==> src/rtl/fourteen_serializer.sv <==
// rtl/fourteen_serializer.sv - framed serial transmitter for the 4-bit holding register bus
// Frame: start(0), WIDTH data bits LSB first, even parity, stop(1); each bit lasts DIV clocks.
module fourteen_serializer #(
  parameter int WIDTH = 4,
  parameter int DIV   = 4
) (
  input  logic             CLK,
  input  logic             CLR,
  input  logic [WIDTH-1:0] D,
  input  logic             OE,
  input  logic             LOAD,
  output logic             SO,
  output logic             BUSY,
  output logic             DONE,
  output logic             REJ
);

  localparam int DW = (DIV > 1) ? $clog2(DIV) : 1;
  localparam int BW = (WIDTH > 1) ? $clog2(WIDTH) : 1;

  typedef enum logic [2:0] {IDLE, START, DATA, PARITY, STOP} state_t;

  state_t           state, state_n;
  logic [WIDTH-1:0] shreg, shreg_n;
  logic             par, par_n;
  logic [BW-1:0]    bit_cnt, bit_cnt_n;
  logic [DW-1:0]    div_cnt, div_cnt_n;
  logic             so_n, busy_n, done_n, rej_n;
  logic             bit_end;

  assign bit_end = (div_cnt == DW'(DIV - 1));

  always_comb begin
    state_n   = state;
    shreg_n   = shreg;
    par_n     = par;
    bit_cnt_n = bit_cnt;
    div_cnt_n = div_cnt;
    so_n      = SO;
    busy_n    = BUSY;
    done_n    = 1'b0;
    rej_n     = 1'b0;
    if (state == IDLE) begin
      so_n   = 1'b1;
      busy_n = 1'b0;
      if (LOAD) begin
        if (!OE) begin
          shreg_n   = D;
          par_n     = ^D;
          bit_cnt_n = '0;
          div_cnt_n = '0;
          state_n   = START;
          so_n      = 1'b0;
          busy_n    = 1'b1;
        end else begin
          rej_n = 1'b1;
        end
      end
    end else begin
      // Any request during a frame, including the STOP-exit edge, is refused.
      rej_n     = LOAD;
      div_cnt_n = bit_end ? '0 : div_cnt + 1'b1;
      if (bit_end) begin
        case (state)
          START: begin
            state_n   = DATA;
            bit_cnt_n = '0;
            so_n      = shreg[0];
          end
          DATA: begin
            shreg_n   = shreg >> 1;
            bit_cnt_n = bit_cnt + 1'b1;
            if (bit_cnt == BW'(WIDTH - 1)) begin
              state_n = PARITY;
              so_n    = par;
            end else begin
              so_n = shreg_n[0];
            end
          end
          PARITY: begin
            state_n = STOP;
            so_n    = 1'b1;
          end
          STOP: begin
            state_n = IDLE;
            so_n    = 1'b1;
            busy_n  = 1'b0;
            done_n  = 1'b1;
          end
          default: begin
            state_n = IDLE;
            so_n    = 1'b1;
            busy_n  = 1'b0;
          end
        endcase
      end
    end
  end

  always_ff @(posedge CLK or posedge CLR) begin
    if (CLR) begin
      state   <= IDLE;
      shreg   <= '0;
      par     <= 1'b0;
      bit_cnt <= '0;
      div_cnt <= '0;
      SO      <= 1'b1;
      BUSY    <= 1'b0;
      DONE    <= 1'b0;
      REJ     <= 1'b0;
    end else begin
      state   <= state_n;
      shreg   <= shreg_n;
      par     <= par_n;
      bit_cnt <= bit_cnt_n;
      div_cnt <= div_cnt_n;
      SO      <= so_n;
      BUSY    <= busy_n;
      DONE    <= done_n;
      REJ     <= rej_n;
    end
  end

endmodule

==> config.mk <==
export PLATFORM = sky130hd
export DESIGN_NAME = fourteen_serializer
export DESIGN_NICKNAME = d
export VERILOG_FILES = /design/src/rtl/fourteen_serializer.sv
export SDC_FILE = /design/constraint.sdc
export NUM_CORES = 1
export LEC_CHECK = 0
export CORE_UTILIZATION = 47
export CTS_CLUSTER_DIAMETER = 80
export DETAILED_ROUTE_END_ITERATION = 10
export GPL_ROUTABILITY_DRIVEN = 1
export PLACE_DENSITY = 0.77
export SLEW_MARGIN = 20
export SYNTH_ARGS = -nofsm -noshare
export SYNTH_HDL_FRONTEND = slang
export SYNTH_SLANG_ARGS = --single-unit
==> constraint.sdc <==
create_clock -name CLK -period 1.64 [get_ports CLK]
set_clock_uncertainty 0.2 [all_clocks]
set_input_delay 0.164 -clock CLK [delete_from_list [all_inputs] [get_ports CLK]]
set_output_delay 0.164 -clock CLK [all_outputs]
set_load 0.05 [all_outputs]
==> metrics.yaml, run 1 <==
floorplanning:
  ios: 12
  die_w_um: 45.08
  start_util_pct: 50.51
  die_y_um: 45.08
  coreArea_um2: 1727
  std_cell_rows: 15
  die_area_um2: 2032
route:
  route.met3.wl_um: 63
  firstDrtPassIters: 4
  wl_per_cell_um: 14.23
  detail-route-antenna-nets: 0
  wirelength_um: 1950
  drcViolationCount: 0
  m1WireLength_um: 896
  viasPerCell: 5.255
  vias: 720
  routed.top_layer: "met4"
  drt-initial-drc-count: 17
  wl_met2_um: 948
layout:
  drive_above_1_share_pct: 37.50
  area_delta_synth_final_pct: 43.04
  fillers: 129
  fin_cells: 137
  design_area_um2: 1247
  nNetsFinal: 123
  insertedDiodeCount: 0
clock_network:
  htreeDepth: 1
  root_buffer: "clkbuf_4"
  cts_tree: "done"
  clock-sinks: 16
  worstSkewPairLatency_ps: 300
  clk_pin_slew_ps: 100
  numCtsBuffers: 3
  ctsLongestPathBuffers: 2
global_routing:
  grt_usage_pct: 22.50
  grt_max_degree: 17
  globalRouteOverflowTotal: 0
  grt_pass1_wl_um: 3153
  grt_pass1_vias: 644
  antenna_found_initial: 0
setup_path:
  path_class: "reg2reg"
  crit_path_max_fanout: 3
  cp.required_ps: 1630
  cp-start-kind: "flip-flop"
  cp-end-kind: "flip-flop"
  crit_chain: "or3b_4 > a211oi_4 > mux2_4"
  critPathMaxStageDelay_ps: 400
  slowest_stage: "dfrtp_1"
  crit_path_start: "state[1]"
  arrival_ps: 1740
  regToRegStartpoint: "state[1]"
sta:
  fin_hold_ws_ps: 317.9
  slew_headroom_pct: 80.64
  period_share_pct: 106.6
  fin_ws_ps: -108.7
  hold_violations: 0
  finalSetupTns_ps: -407.1
  setup_violations: 4
  rsz0062_at_grt: "true"
  fmax_mhz: 571.8
  tightest_slew_ps: 289.4
  report.final.slew_viol_count: 0
  fin_crit_ps: 1749
place:
  gp_congestion: 0.8121
  port_buffers: 11
  post-dp-hpwl_um: 1423
  place_inst: 127
  place_area_um2: 1145
synthesis:
  netlist_area_um2: 872.1
  yosysWarnings: 0
  yosys.area.top_type_share_pct: 43.04
  synthCells: 79
  avgSynthCellArea_um2: 11.04
  synth_fp_nets: 89
  synth_seq_area_share_pct: 46.05
  synth_largest_area_cell: "dfrtp_1"
  synth_cell_types: 37
  ys_seq_elements: 16
  synth.top_cells.by_area: "dfrtp_1 (43%), mux2_1 (6.5%), mux2_2 (3.9%)"
flow_run:
  max-cap-violations: 0
outcome:
  run_status: "finished, violations left"
  violations: "negative setup slack"
power_and_ir_drop:
  ir_drop_mv: 1.265
  pwr-share-seq_pct: 30.6
  powerDensity_nw_per_um2: 1879
  leakage_nw: 0.5648
  intPower_mw: 1.456
  p_switching_mw: 0.8885
  swShare_pct: 37.90
  clkPwrFrac_pct: 11.6
  pwr-share-comb_pct: 57.8
worst_hold_path:
  min_path_type: "reg2reg"
  hold_path_startpoint: "BUSY"
## state kept, by name, indices dropped and copies added (netlist names)
name	cells
shreg	4
par	1
DONE	1
bit_cnt	2
REJ	1
div_cnt	2
SO	1
BUSY	1
state	3
## synthesized netlist by cell type
master and number:
nand2b_1 2, or3b_1 1, mux2_1 5, o22ai_1 2, nor3_1 1, o311a_1 1, dfrtp_1 15, buf_2 3
nor3_4 1, a221oi_1 1, a211o_1 2, mux2_2 3, a211oi_4 1, ha_1 2, o2bb2ai_1 1, o31ai_1 2
a31oi_1 2, a22o_1 1, nor2_1 3, o21ai_0 1, clkbuf_1 1, nand2_1 7, or3_1 1, o21a_1 1
xnor2_1 2, nor4bb_1 1, a21oi_1 1, nand3_1 2, o21ba_1 1, xor2_1 1, inv_1 5, nor2_2 1
dfstp_2 1, or3b_4 1, or2b_1 1, a221o_1 1, a31o_1 1
## critical path: cells and delay by family (launching register included)
kind,cells,cell delay (ps)
AO/OA/AOI/OAI,1,310
flip-flops,1,400
multiplexers,1,330
AND/OR/NAND/NOR,1,400
## area by class of cell
cell class	count	area [um^2]	share of cell area (%)
Tap cell	25	31.28	2.508
Clock buffer	4	36.28	2.909
Inverter	5	18.77	1.505
Sequential cell	16	402.9	32.30
Multi-Input combinational cell	54	474.2	38.01
Timing Repair Buffer	33	284.0	22.77
## cell usage in the layout (no fill, tap or decap), types with 2 or more instances in the layout
| cell | count |
|---|---|
| buf_4 | 23 |
| nor2_1 | 3 |
| mux2_4 | 5 |
| clkbuf_4 | 3 |
| a31oi_1 | 2 |
| o22ai_1 | 2 |
| xnor2_1 | 2 |
| nand2b_1 | 2 |
| o31ai_1 | 2 |
| nand2_1 | 7 |
| inv_1 | 5 |
| nand3_1 | 2 |
| dfrtp_1 | 14 |
| clkdlybuf4s50_1 | 7 |
| mux2_1 | 3 |
| a211o_1 | 2 |
## power by group through the flow
| stage | combinational, mW | sequential [mW] | clock, mW |
|---|---|---|---|
| after floorplan | 0.739 | 0.773 | 0 |
| after global placement | 1.20 | 0.703 | 0 |
| after detailed placement | 1.24 | 0.711 | 0 |
| after CTS | 1.27 | 0.711 | 0.269 |
| after global routing | 1.48 | 0.742 | 0.283 |
| final | 1.36 | 0.717 | 0.271 |
## metal layers
layer / vias up / track usage [%]
met5: - / 0
met2: 17 / 32.17
met1: 345 / 33.94
met4: 0 / 10.91
met3: 5 / 2.400
li1: 353 / -
## final timing paths
kind                                    to  slack, ps  cells after the start
worst min-delay path                  BUSY        320                      1
min in group asynchronous       div_cnt[0]        520                      4
max in group asynchronous               SO        470                      4
worst max register to register    shreg[1]       -110                      3
worst min register to register        BUSY        320                      1
worst max-delay path              shreg[1]       -110                      3
## cells by family after synthesis
group	after synthesis	share of synthesized area (%)
muxes	8	10.33
and+or+nand+nor	22	15.07
DFF	16	46.06
buffers and inverters	9	4.303
xor gates and xnor gates	3	3.013
adders and majority gates	2	2.869
AOI/OAI and AO/OA	19	18.36
## metrics by stage
stage | power (mW) | util [%] | setup WS (ps)
global placement | 1.905 | 66.30 | -342.0
detailed placement | 1.952 | 66.30 | -373.8
finish | 2.344 | 72.25 | -108.7
CTS | 2.253 | 70.00 | -93.59
floorplan | 1.513 | - | -45.94
global route | 2.507 | 72.25 | -146.1
## what timing repair did
item,4_1_cts,5_1_grt
gates cloned,0,0
hold endpoints to repair,15,0
pin swaps,0,2
endpoints found under the setup margin,5,7
buffers inserted,1,4
hold buffers,1,0
gates resized for setup,1,3
Power figures use the tool's default switching activity.
==> run 2, diff against run 1 <==
- CORE_UTILIZATION: 47 -> 50
- CTS_BUF_LIST: unset -> sky130_fd_sc_hd__clkbuf_2
- PLACE_DENSITY: 0.77 -> 0.81
==> run 2 against run 1 <==
  * The run ends with design-rule violations, negative setup slack left
  * Sequential power fell by 2%
  * Final cell count fell by 12%
  * Core utilization rose by 1.8 points
  * Cell area fell by 7.4%
  * Total power fell by 9.4%
  * Maximum frequency fell by 2.7%
  * Combinational power fell by 10%
  * First-iteration DRC count rose by 53%
  * Via count fell by 5.4%
  * Clock-buffer cell count did not move
==> metrics.yaml, run 2 (synthesis gave the netlist of run 1 again) <==
route:
  detail-route-antenna-nets: 0  # unchanged
  firstDrtPassIters: 7  # +3
  vias: 681  # -5.4%
  wirelength_um: 1796  # -7.9%
  drcViolationCount: 1  # +1
  wl_per_cell_um: 14.84  # +4.3%
  viasPerCell: 5.628  # +7.1%
  drt-initial-drc-count: 26  # +9
floorplanning:
  std_cell_rows: 14  # -1
  die_area_um2: 1915  # -5.7%
  die_y_um: 43.77  # -2.9%
  die_w_um: 43.77  # -2.9%
  ios: 12  # unchanged
  coreArea_um2: 1559  # -9.7%
  start_util_pct: 55.94  # +5.4 points
flow_run:
  max-cap-violations: 0  # unchanged
setup_path:
  arrival_ps: 1790  # +50 ps
  reg2reg_depth: 3  # unchanged
  cp-end-kind: "flip-flop"
  crit_path_max_fanout: 3  # unchanged
  path_class: "reg2reg"
  cp-start-kind: "flip-flop"
  cp.required_ps: 1630  # about the same
place:
  port_buffers: 11  # unchanged
  gp_congestion: 0.7839  # -3.5%
  place_inst: 116  # -8.7%
  post-dp-hpwl_um: 1374  # -3.4%
  dp_slack_ps: -399.4  # -25.61 ps
  place_area_um2: 1119  # -2.3%
outcome:
  violations: "design-rule violations, negative setup slack"
  run_status: "finished, violations left"
global_routing:
  grt_max_degree: 17  # unchanged
  grt_pass1_vias: 681  # +5.7%
  grt_usage_pct: 22.55  # +0.057 points
  antenna_found_initial: 0  # unchanged
  globalRouteOverflowTotal: 0  # unchanged
  grt_pass1_wl_um: 3056  # -3.1%
layout:
  final_common_cell: "buf_4"
  final_cell_mix: "buf_4 (17), dfrtp_1 (15), nand2_1 (7), clkdlybuf4s50_1 (7), inv_1 (5)"
  nNetsFinal: 116  # -5.7%
  largest_reg_flops: 4  # unchanged
  fillers: 116  # -10%
  drive_above_1_share_pct: 32.38  # -5.1 points
  fin_cells: 121  # -12%
  largest_register: "shreg"
  insertedDiodeCount: 0  # unchanged
  area_delta_synth_final_pct: 32.43
  design_area_um2: 1155  # -7.4%
  reg_top3: "shreg: 4 flops, state: 3 flops"
clock_network:
  postCtsSetupRepairBufs: 0  # -1
  cts_tree: "done"
  clk_pin_slew_ps: 170  # +70 ps
  ctsLongestPathBuffers: 2  # unchanged
  root_buffer: "clkbuf_2"
  clock-sinks: 16  # unchanged
  htreeDepth: 1  # unchanged
  worstSkewPairLatency_ps: 310  # about the same
  numCtsBuffers: 3  # unchanged
sta:
  fmax_mhz: 556.3  # -2.7%
  rsz0062_at_grt: "true"
  setup_violations: 7  # +3
  report.final.slew_viol_count: 0  # unchanged
  tightest_slew_ps: 307.6  # +18.24 ps
  period_share_pct: 109.6  # +3.0 points
  slew_headroom_pct: 79.42  # -1.2 points
  fin_ws_ps: -157.7  # -48.99 ps
  finalSetupTns_ps: -637.2  # -230.1 ps
  hold_violations: 0  # unchanged
  fin_crit_ps: 1798  # +48.99 ps
power_and_ir_drop:
  powerDensity_nw_per_um2: 1840  # -2.1%
  p_total_mw: 2.125  # -9.4%
  leakage_nw: 0.5230  # -7.4%
  ir_drop_mv: 1.086  # -14%
worst_hold_path:
  min_path_type: "reg2reg"
  hold_depth: 1  # unchanged
[run 2: routing by layer]
metal	global-route usage, %	routed length (um)	part of all wire [%]
met5	0	0	0
met4	13.13	38	2.1
met1	28.88	801	45
met2	34.93	871	48
met3	5.000	86	4.8
[run 2: worst paths after layout]
check / start / endpoint / slack, ps
min in group asynchronous: CLR / shreg[1] / 490
worst min-delay path: div_cnt[0] / div_cnt[0] / 310
worst max-delay path: state[1] / shreg[2] / -160
max in group asynchronous: CLR / SO / 470
worst max register to register: state[1] / shreg[2] / -160
worst min register to register: div_cnt[0] / div_cnt[0] / 310
[run 2: critical path: stages, from the launching register on]
cell and delay, ps:
dfrtp_1 420, or3b_4 400, a211oi_4 330, mux2_4 330
[run 2: metrics by stage]
stage          utilization, %  hold WS [ps]
2_1_floorplan               -        -123.0
3_3_place_gp            71.75         278.2
3_5_place_dp            71.75         280.1
4_1_cts                 73.68         308.8
5_1_grt                 74.08         336.5
6_report                74.08         305.6
[run 2: timing repair]
item                                    4_1_cts  5_1_grt
gates resized for setup                       0        1
hold buffers                                  1        0
endpoints found under the hold margin        15        0
endpoints found under the setup margin        6        9
[run 2: layout make-up]
cell class	count	area [um^2]	share of cell area [%]
repair buffers	26	227.7	19.72
flip-flops and latches	16	401.6	34.78
clock buffers	4	20.02	1.733
inverters	5	18.77	1.625
multi-input cells	54	466.7	40.41
well taps	16	20.02	1.733
[run 2: report_power, final]
group          switching (mW)  internal (mW)
sequential              0.132          0.572
combinational           0.585          0.639
clock                   0.132         0.0646
==> run 3, diff against run 2 <==
--- a/config.mk
+++ b/config.mk
@@ -16,2 +16,3 @@
 export SYNTH_HDL_FRONTEND = slang
 export SYNTH_SLANG_ARGS = --single-unit
+export TNS_END_PERCENT = 100
--- a/constraint.sdc
+++ b/constraint.sdc
@@ -3,3 +3,3 @@
 set_input_delay 0.164 -clock CLK [delete_from_list [all_inputs] [get_ports CLK]]
 set_output_delay 0.164 -clock CLK [all_outputs]
-set_load 0.05 [all_outputs]
+set_load 0.1 [all_outputs]
==> run 3 against run 2 <==
  * Register-to-register slack improved by 50 ps
  * Global-route usage grew 1.0 points
  * Final cell count up 0.83%
  * Core utilization grew 3.5 points
  * Largest cell class unchanged
  * Total power grew 9.0%
  * The flow still finishes with violations (design-rule violations, negative setup slack)
  * Sequential cell count unchanged
==> metrics.yaml, run 3 (synthesis gave the netlist of run 1 again) <==
outcome:
  run_status: "finished, violations left"
  violations: "design-rule violations, negative setup slack"
global_routing:
  antenna_found_initial: 0  # unchanged
  grt_pass1_vias: 748  # +9.8%
  grt_pass1_wl_um: 3180  # +4.1%
  grt_usage_pct: 23.58  # +1.0 points
  globalRouteOverflowTotal: 0  # unchanged
  grt_max_degree: 17  # unchanged
sta:
  fin_ws_ps: -103.7  # +54.02 ps
  slew_headroom_pct: 79.10  # -0.33 points
  rsz0062_at_grt: "true"
  finalSetupTns_ps: -435.1  # +202.1 ps
  period_share_pct: 106.3  # -3.3 points
  hold_violations: 0  # unchanged
  setup_violations: 5  # -2
  tightest_slew_ps: 313.6  # +5.911 ps
  report.final.slew_viol_count: 0  # unchanged
  fin_crit_ps: 1744  # -54.02 ps
  fmax_mhz: 573.5  # +3.1%
floorplanning:
  die_w_um: 43.77  # unchanged
  coreArea_um2: 1559  # unchanged
  die_area_um2: 1915  # unchanged
  die_y_um: 43.77  # unchanged
  ios: 12  # unchanged
  start_util_pct: 55.94  # unchanged
  std_cell_rows: 14  # unchanged
layout:
  insertedDiodeCount: 0  # unchanged
  fin_util_pct: 77.61  # +3.5 points
  area_delta_synth_final_pct: 38.74
  largest_reg_flops: 4  # unchanged
  design_area_um2: 1210  # +4.8%
  final_cell_mix: "dfrtp_1 (15), buf_4 (15), nand2_1 (7), clkdlybuf4s50_1 (7), inv_1 (5)"
  drive_above_1_share_pct: 33.02  # +0.64 points
  nNetsFinal: 117  # +0.86%
  largest_register: "shreg"
  reg_top3: "shreg: 4 flops, state: 3 flops"
setup_path:
  crit_path_max_fanout: 3  # unchanged
  critPathMaxStageDelay_ps: 400  # -20 ps
  r2r_slack_ps: -100  # +50 ps
  cp-end-kind: "flip-flop"
  slowest_stage: "dfrtp_1"
  crit_family: "flip-flops"
  arrival_ps: 1750  # -40 ps
  cp.required_ps: 1650  # +20 ps
  crit_buf_inv: 0  # unchanged
  crit_chain: "or3b_4 > a211oi_4 > mux2_4"
  path_class: "reg2reg"
  cp-start-kind: "flip-flop"
place:
  gp_congestion: 0.7839  # unchanged
  port_buffers: 11  # unchanged
  place_area_um2: 1164  # +4.0%
  post-dp-hpwl_um: 1412  # +2.8%
route:
  wirelength_um: 2022  # +13%
  vias: 738  # +8.4%
  wl_per_cell_um: 16.57  # +12%
  detail-route-antenna-nets: 0  # unchanged
  drt-initial-drc-count: 29  # +12%
  viasPerCell: 6.049  # +7.5%
  drcViolationCount: 1  # unchanged
  firstDrtPassIters: 7  # unchanged
power_and_ir_drop:
  intPower_mw: 1.321  # +3.5%
  swShare_pct: 42.93  # +3.0 points
  leakage_nw: 0.5385  # +3.0%
  pwr-share-seq_pct: 31.4  # -1.7 points
  ir_drop_mv: 1.149  # +5.8%
  p_switching_mw: 0.9939  # +17%
  pwr-share-comb_pct: 60.2  # +2.6 points
  clkPwrFrac_pct: 8.4  # -0.9 points
  powerDensity_nw_per_um2: 1914  # +4.0%
clock_network:
  cts_tree: "done"
  postCtsSetupRepairBufs: 0  # unchanged
  root_buffer: "clkbuf_2"
  clock-sinks: 16  # unchanged
  worstSkewPairLatency_ps: 300  # about the same
  ctsLongestPathBuffers: 2  # unchanged
  clk_pin_slew_ps: 160  # about the same
  htreeDepth: 1  # unchanged
  numCtsBuffers: 3  # unchanged
flow_run:
  max-cap-violations: 0  # unchanged
worst_hold_path:
  min_path_type: "reg2reg"
[run 3: changes by cell type in the layout (fill, tap and decap cells not counted), sizes merged]
| cell | change |
|---|---|
| buf | +1 |
[run 3: worst register-to-register path, cell delays in order (launching register included)]
cell and delay [ps]:
dfrtp_1 400, or3b_4 400, a211oi_4 320, mux2_4 330
[run 3: power groups by stage]
stage | Clock [mW] | Combinational (mW) | Sequential (mW)
2_1_floorplan | 0 | 0.739 | 0.879
3_3_place_gp | 0 | 1.32 | 0.715
3_5_place_dp | 0 | 1.35 | 0.725
4_1_cts | 0.194 | 1.36 | 0.725
5_1_grt | 0.209 | 1.49 | 0.741
6_report | 0.195 | 1.39 | 0.726
[run 3: timing repair]
item	in CTS	in global routing
hold buffers	1	0
gates resized for setup	1	1
endpoints found under the setup margin	5	8
endpoints found under the hold margin	8	0
pin swaps	0	1
[run 3: path summary, 6_finish.rpt]
kind | start | endpoint | depth (start not counted)
max | state[1] | shreg[1] | 3
min in group asynchronous | CLR | shreg[2] | 4
max reg2reg | state[1] | shreg[1] | 3
min reg2reg | div_cnt[0] | div_cnt[0] | 1
max in group asynchronous | CLR | SO | 4
min | div_cnt[0] | div_cnt[0] | 1
[run 3: metal layers]
layer | part of all wire [%] | track usage (%)
met1 | 43 | 29.07
met4 | 3.0 | 13.75
met2 | 49 | 39.10
met3 | 4.7 | 3.333
met5 | 0 | 0
[run 3: metrics by stage]
step	hold slack [ps]	cells	power, mW	worst slack (ps)
floorplan	-123.0	79	1.619	-45.94
global placement	275.6	117	2.032	-336.7
detailed placement	280.3	117	2.074	-386.0
CTS	309.1	122	2.278	-117.1
global route	328.5	122	2.442	-130.2
finish	303.9	122	2.315	-103.7
[run 3: area by class of cell]
cell class	instances	area [um^2]
Multi-Input combinational cell	54	476.7
Sequential cell	16	401.6
Fill cell	105	349.1
Timing Repair Buffer	27	272.8
Clock buffer	4	20.02
Tap cell	16	20.02
Inverter	5	18.77
